`src/rtl/nn_pkg.sv`:
```
// Shared types and helpers for the time-multiplexed neuron layer engines.
package nn_pkg;

    typedef enum logic [1:0] {
        ACT_IDENT = 2'd0,
        ACT_RELU  = 2'd1,
        ACT_LEAKY = 2'd2,
        ACT_RSVD  = 2'd3
    } act_mode_e;

    typedef enum logic [2:0] {
        S_IDLE,
        S_REQ_RAM,
        S_RD_BIAS,
        S_RD_OPND,
        S_REQ_MULT,
        S_WAIT_MULT,
        S_REQ_OUT,
        S_WRITE
    } nn_state_e;

    function automatic int nn_acc_width(input int data_width, input int num_inputs);
        return 2 * data_width + $clog2(num_inputs + 1);
    endfunction

endpackage

```
`src/rtl/nn_activation.sv`:
```
// Accumulator-to-output path: fixed-point rescale, activation, width reduction.
// NN_SAT_EN selects saturation instead of two's-complement wrap.
module nn_activation
    import nn_pkg::*;
#(
    parameter int DataWidth = 8,
    parameter int AccWidth  = 19,
    parameter int FracBits  = 0
) (
    input  logic [1:0]                 i_mode,
    input  logic signed [AccWidth-1:0] i_acc,
    output logic [DataWidth-1:0]       o_y
);

    logic signed [AccWidth-1:0] w_sh;
    logic signed [AccWidth-1:0] w_act;

    assign w_sh = i_acc >>> FracBits;

    always_comb begin
        w_act = w_sh;
        unique case (act_mode_e'(i_mode))
            ACT_IDENT: w_act = w_sh;
            ACT_LEAKY: w_act = w_sh[AccWidth-1] ? (w_sh >>> 3) : w_sh;
            default:   w_act = w_sh[AccWidth-1] ? '0 : w_sh;
        endcase
    end

`ifdef NN_SAT_EN
    localparam logic signed [AccWidth-1:0] MaxV = AccWidth'((2 ** (DataWidth - 1)) - 1);
    localparam logic signed [AccWidth-1:0] MinV = -MaxV - AccWidth'(1);

    always_comb begin
        if (w_act > MaxV) begin
            o_y = MaxV[DataWidth-1:0];
        end else if (w_act < MinV) begin
            o_y = MinV[DataWidth-1:0];
        end else begin
            o_y = w_act[DataWidth-1:0];
        end
    end
`else
    assign o_y = DataWidth'(w_act);
`endif

endmodule

```
`src/rtl/neuron_seq_mac.sv`:
```
// Sequential neuron layer: y[n] = act(bias + sum w*x) over shared RAMs and multiplier.
// Define NN_SAT_EN to saturate outputs instead of wrapping.
module neuron_seq_mac
    import nn_pkg::*;
#(
    parameter int NumInputs  = 4,
    parameter int NumNeurons = 4,
    parameter int DataWidth  = 8,
    parameter int FracBits   = 0,
    parameter int AddrWidth  = 8,
    parameter int InBase     = 0,
    parameter int WgtBase    = 0,
    parameter int OutBase    = 0
) (
    input  logic                   clk_i,
    input  logic                   reset_i,
    input  logic                   start_i,
    input  logic [1:0]             act_mode_i,
    output logic                   busy_o,
    output logic                   done_o,
    output logic                   in_actv_req_o,
    input  logic                   in_actv_grant_i,
    output logic [AddrWidth-1:0]   in_actv_addr_o,
    input  logic [DataWidth-1:0]   in_actv_din_i,
    output logic                   wgt_req_o,
    input  logic                   wgt_grant_i,
    output logic [AddrWidth-1:0]   wgt_addr_o,
    input  logic [DataWidth-1:0]   wgt_din_i,
    output logic                   out_actv_req_o,
    input  logic                   out_actv_grant_i,
    output logic [AddrWidth-1:0]   out_actv_addr_o,
    output logic                   out_actv_we_o,
    output logic [DataWidth-1:0]   out_actv_dout_o,
    output logic                   mult_req_o,
    input  logic                   mult_grant_i,
    output logic                   mult_start_o,
    output logic [DataWidth-1:0]   mult_a_o,
    output logic [DataWidth-1:0]   mult_b_o,
    input  logic                   mult_done_i,
    input  logic [2*DataWidth-1:0] mult_result_i
);

    localparam int AccWidth = nn_acc_width(DataWidth, NumInputs);
    localparam logic [AddrWidth-1:0] LastIn = AddrWidth'(NumInputs - 1);
    localparam logic [AddrWidth-1:0] LastN  = AddrWidth'(NumNeurons - 1);
    localparam logic [AddrWidth-1:0] Stride = AddrWidth'(NumInputs + 1);

    nn_state_e                  r_state;
    act_mode_e                  r_mode;
    logic [AddrWidth-1:0]       r_n;
    logic [AddrWidth-1:0]       r_i;
    logic signed [AccWidth-1:0] r_acc;
    logic [DataWidth-1:0]       r_a;
    logic [DataWidth-1:0]       r_b;
    logic [DataWidth-1:0]       r_dout;
    logic                       r_busy;
    logic                       r_done;
    logic                       r_in_req;
    logic                       r_wgt_req;
    logic                       r_mult_req;
    logic                       r_out_req;
    logic                       r_we;

    logic                       w_ram_gnt;
    logic [AddrWidth-1:0]       w_bias_addr;
    logic [AddrWidth-1:0]       w_in_addr;
    logic [AddrWidth-1:0]       w_wgt_addr;
    logic [AddrWidth-1:0]       w_out_addr;
    logic signed [AccWidth-1:0] w_bias_ext;
    logic signed [AccWidth-1:0] w_prod_ext;
    logic [DataWidth-1:0]       w_act_y;

    assign w_ram_gnt   = in_actv_grant_i & wgt_grant_i;
    assign w_bias_addr = AddrWidth'(WgtBase) + r_n * Stride;
    assign w_bias_ext  = {{(AccWidth-DataWidth){wgt_din_i[DataWidth-1]}}, wgt_din_i};
    assign w_prod_ext  = {{(AccWidth-2*DataWidth){mult_result_i[2*DataWidth-1]}}, mult_result_i};

    // Addresses follow the counters so they hold still while a grant is pending.
    always_comb begin
        w_in_addr  = '0;
        w_wgt_addr = '0;
        w_out_addr = '0;
        if (r_state != S_IDLE) begin
            w_in_addr  = AddrWidth'(InBase) + r_i;
            w_out_addr = AddrWidth'(OutBase) + r_n;
            if (r_state == S_REQ_RAM && r_i == '0) begin
                w_wgt_addr = w_bias_addr;
            end else begin
                w_wgt_addr = w_bias_addr + AddrWidth'(1) + r_i;
            end
        end
    end

    nn_activation #(
        .DataWidth (DataWidth),
        .AccWidth  (AccWidth),
        .FracBits  (FracBits)
    ) u_act (
        .i_mode (r_mode),
        .i_acc  (r_acc),
        .o_y    (w_act_y)
    );

    always_ff @(posedge clk_i) begin
        if (reset_i) begin
            r_state    <= S_IDLE;
            r_mode     <= ACT_IDENT;
            r_n        <= '0;
            r_i        <= '0;
            r_acc      <= '0;
            r_a        <= '0;
            r_b        <= '0;
            r_dout     <= '0;
            r_busy     <= 1'b0;
            r_done     <= 1'b0;
            r_in_req   <= 1'b0;
            r_wgt_req  <= 1'b0;
            r_mult_req <= 1'b0;
            r_out_req  <= 1'b0;
            r_we       <= 1'b0;
        end else begin
            r_done <= 1'b0;
            r_we   <= 1'b0;
            unique case (r_state)
                S_IDLE: begin
                    if (start_i) begin
                        r_mode    <= act_mode_e'(act_mode_i);
                        r_n       <= '0;
                        r_i       <= '0;
                        r_busy    <= 1'b1;
                        r_in_req  <= 1'b1;
                        r_wgt_req <= 1'b1;
                        r_state   <= S_REQ_RAM;
                    end
                end
                S_REQ_RAM: begin
                    if (w_ram_gnt) begin
                        r_state <= (r_i == '0) ? S_RD_BIAS : S_RD_OPND;
                    end
                end
                S_RD_BIAS: begin
                    r_acc   <= w_bias_ext <<< FracBits;
                    r_state <= S_RD_OPND;
                end
                S_RD_OPND: begin
                    r_a        <= in_actv_din_i;
                    r_b        <= wgt_din_i;
                    r_in_req   <= 1'b0;
                    r_wgt_req  <= 1'b0;
                    r_mult_req <= 1'b1;
                    r_state    <= S_REQ_MULT;
                end
                S_REQ_MULT: begin
                    if (mult_grant_i) begin
                        r_state <= S_WAIT_MULT;
                    end
                end
                S_WAIT_MULT: begin
                    if (mult_done_i) begin
                        r_acc      <= r_acc + w_prod_ext;
                        r_mult_req <= 1'b0;
                        if (r_i == LastIn) begin
                            r_out_req <= 1'b1;
                            r_state   <= S_REQ_OUT;
                        end else begin
                            r_i       <= r_i + AddrWidth'(1);
                            r_in_req  <= 1'b1;
                            r_wgt_req <= 1'b1;
                            r_state   <= S_REQ_RAM;
                        end
                    end
                end
                S_REQ_OUT: begin
                    if (out_actv_grant_i) begin
                        r_we    <= 1'b1;
                        r_dout  <= w_act_y;
                        r_state <= S_WRITE;
                    end
                end
                S_WRITE: begin
                    r_out_req <= 1'b0;
                    r_i       <= '0;
                    if (r_n == LastN) begin
                        r_busy  <= 1'b0;
                        r_done  <= 1'b1;
                        r_state <= S_IDLE;
                    end else begin
                        r_n       <= r_n + AddrWidth'(1);
                        r_in_req  <= 1'b1;
                        r_wgt_req <= 1'b1;
                        r_state   <= S_REQ_RAM;
                    end
                end
                default: r_state <= S_IDLE;
            endcase
        end
    end

    assign busy_o          = r_busy;
    assign done_o          = r_done;
    assign in_actv_req_o   = r_in_req;
    assign in_actv_addr_o  = w_in_addr;
    assign wgt_req_o       = r_wgt_req;
    assign wgt_addr_o      = w_wgt_addr;
    assign out_actv_req_o  = r_out_req;
    assign out_actv_addr_o = w_out_addr;
    assign out_actv_we_o   = r_we;
    assign out_actv_dout_o = r_dout;
    assign mult_req_o      = r_mult_req;
    assign mult_start_o    = (r_state == S_REQ_MULT) & mult_grant_i;
    assign mult_a_o        = r_a;
    assign mult_b_o        = r_b;

endmodule

```
`config.mk`:
```
export PLATFORM = sky130hd
export DESIGN_NAME = neuron_seq_mac
export DESIGN_NICKNAME = d
export VERILOG_FILES = /design/src/rtl/nn_pkg.sv /design/src/rtl/nn_activation.sv /design/src/rtl/neuron_seq_mac.sv
export SDC_FILE = /design/constraint.sdc
export NUM_CORES = 1
export LEC_CHECK = 0
export ABC_AREA = 1
export CORE_MARGIN = 4
export CORE_UTILIZATION = 40
export DETAILED_ROUTE_END_ITERATION = 16
export PLACE_DENSITY_LB_ADDON = 0.05
export SETUP_SLACK_MARGIN = 0.15
export SYNTH_ARGS = -nofsm -noshare
export SYNTH_HDL_FRONTEND = slang
export SYNTH_SLANG_ARGS = --single-unit
```
`constraint.sdc`:
```
create_clock -name clk_i -period 5.7 [get_ports clk_i]
set_clock_uncertainty 0.15 [all_clocks]
set_input_delay 1.14 -clock clk_i [delete_from_list [all_inputs] [get_ports clk_i]]
set_output_delay 1.14 -clock clk_i [all_outputs]
set_load 0.05 [all_outputs]
```
==> impl_metrics.yaml, run 1 <==
clock_network:
  root_buffer: "clkbuf_16"
  cts_max_path_buffers: 2
  clk_pin_slew_ns: 0.06
  cts_setup_buffers: 0
  hold_buffers: 0
  cts_buffers: 9
  cts_tree: "yes"
  cts_resized: 0
  htreeDepth: 3
  insertion_delay_ns: 0.34
  cts.sinks: 70
sta:
  min_period_ns: 5.03
  rsz0062_at_grt: "no"
  fin_setup_tns_ns: 0
  report.final.slew_viol_count: 0
  hold_viol_final: 0
  worst_pin_slew_ns: 0.976
  setup_violations: 0
  relSlewSlack: 0.346
  fmax_mhz: 199
  fin_crit_sh: 0.883
logic_synthesis:
  synth-async-reset-ratio: 0
  syn_area_sq_um: 4790
  ys_types: 37
  ys_warn_count: 0
  synthFlopType: "dfxtp_1"
  synth_enable_flop_cells: 0
  synth.avg_cell_area_sq_um: 6.58
  ys_seq_elements: 70
  ys_seq_area_frac: 0.293
  synthesis.nets: 809
  synth_cells: 727
placement:
  dpl.cell_count: 946
  post_dp_cell_area_sq_um: 5840
  io_buffers: 97
  place.detailed.hpwl_um: 10300
  gp_congestion: 0.858
global_routing:
  grt_pass1_wl_um: 23000
  grt-ovfl-total: 0
  grt_pass1_vias: 4700
  grt_max_degree: 35
  antenna_found_initial: 0
  grt_use_total: 0.199
floorplanning:
  die_area_sq_um: 13800
  die_w_um: 117
  rows: 39
  start_util: 0.414
  core_sq_um: 11600
  ioPinCount: 98
  die_y_um: 117
finish:
  regArea_sq_um: 1400
  fin_nets: 896
  fin_area_sq_um: 6150
  postLayoutCoreUtil: 0.532
  drive_above_1_share: 0.0549
  multiInputGateArea_sq_um: 2960
  fillers: 1150
  syn2layout_area_growth_pct: 28.5
  antenna_cells: 0
  final_common_cell: "nand2_1"
  stdcell_count: 962
  layout_common_cells: "153 x nand2_1, 97 x clkdlybuf4s50_1, 94 x nor2_1"
critical_path:
  required_ns: 4.41
  arrival_ns: 3.74
  crit_path_max_fanout: 5
  path_class: "flop to primary output"
  worstSetupEndpointType: "primary output"
  rr_worst_depth: 9
  cp-start-kind: "flop"
route:
  vias: 4980
  routed_wl_um: 13600
  via_per_inst: 5.18
  drt-pass1-iter-count: 5
  wl_per_cell_um: 14.1
  drt_iter0_drc: 307
  drtAntennaViolNets: 0
  drt_drc_violations_left: 0
hold_path:
  whs_path_depth: 2
  hold_class: "flop to flop"
power_and_ir_drop:
  power_density_nw_per_um2: 401
  power_mw: 2.47
  power.static_leakage_nw: 2.73
  vdd_drop_max_v: 0.000341
run:
  drv_cap: 0
run_status:
  status: "finished, final reports clean"
[critical path: stages, from the launching register on]
cell and delay (ns):
dfxtp_1 0.43, ha_1 0.27, ha_1 0.35, a21oi_1 0.16, nand2_1 0.08, xnor2_1 0.14, inv_1 0.07, ha_1 0.32
a21oi_1 0.17, o21a_1 0.16, nand2_1 0.06, nand2_1 0.06, nand3_1 0.09, nand2_1 0.10, nand2_1 0.05, nor2_1 0.10
clkdlybuf4s50_1 0.80
[registers in the layout, indices dropped and copies added, names as in the netlist, 2 cells and up]
signal / flops
mult_b_o: 8
out_actv_dout_o: 8
r_i: 8
r_mode: 2
r_n: 8
r_acc: 19
r_state: 3
mult_a_o: 8
[synthesized netlist by cell type, drive strengths merged (3+ instances only)]
cell,instances,area [sq um]
a31oi,16,100
nor3,9,50.1
nor3b,3,32.5
nand4,13,81.3
inv,83,312
or2,5,31.3
nand3b,5,37.5
xnor2,7,61.3
xor2,9,78.8
nor2,97,382
nand2,155,587
buf,9,57.6
nand3,43,215
ha,37,463
a21oi,62,314
dfxtp,70,1400
o21ai,78,405
fa,3,60.1
clkbuf,13,48.8
[kinds of logic after synthesis]
logic type | count (synthesis) | synth area share
flip-flops | 70 | 0.293
AND/OR/NAND/NOR | 332 | 0.298
XOR/XNOR | 16 | 0.0293
buffers and inverters | 106 | 0.0881
adder cells (fa/ha/maj) | 40 | 0.109
AO/OA/AOI/OAI | 163 | 0.182
[power breakdown]
part / switching, mW / internal, mW / leakage [nW]
registers: 0.0926 / 0.580 / 0.568
logic: 0.804 / 0.384 / 2.01
clock network: 0.225 / 0.382 / 0.152
[path summary, 6_finish.rpt]
check | to | from | slack [ns]
max reg2reg | r_acc[13] | r_state[2] | 2.88
max | wgt_addr_o[7] | r_n[3] | 0.67
min reg2reg | mult_req_o | mult_req_o | 0.32
min | mult_req_o | mult_req_o | 0.32
[final cells by class]
class | count | share of cell area
Inverter | 84 | 0.0512
Clock inverter | 6 | 0.0140
Multi-Input combinational cell | 551 | 0.482
Sequential cell | 70 | 0.228
Tap cell | 143 | 0.0291
Clock buffer | 10 | 0.0372
Timing Repair Buffer | 98 | 0.159
[routing by layer]
| layer | global-route usage | part of all wire | vias up |
|---|---|---|---|
| li1 | - | - | 2589 |
| met1 | 0.271 | 0.48 | 2234 |
| met2 | 0.307 | 0.43 | 145 |
| met3 | 0.0635 | 0.069 | 12 |
| met4 | 0.0506 | 0.012 | 0 |
| met5 | 0 | 0 | - |
[per-stage QoR]
stage | hold slack (ns) | setup slack [ns]
after floorplan | 0.302 | 1.55
after global placement | 0.301 | 1.13
after detailed placement | 0.303 | 1.06
after CTS | 0.315 | 0.680
after global routing | 0.326 | 0.463
final | 0.316 | 0.668
Note: power is estimated with default switching activity, not from simulation.
==> run 2: changes to the inputs <==
--- a/config.mk
+++ b/config.mk
@@ -8,6 +8,7 @@
 export ABC_AREA = 1
 export CORE_MARGIN = 4
 export CORE_UTILIZATION = 40
+export CTS_CLUSTER_SIZE = 25
 export DETAILED_ROUTE_END_ITERATION = 16
 export PLACE_DENSITY_LB_ADDON = 0.05
 export SETUP_SLACK_MARGIN = 0.15
==> results of run 2 <==
Final layout, timing and power as in run 1 (identical DEF).
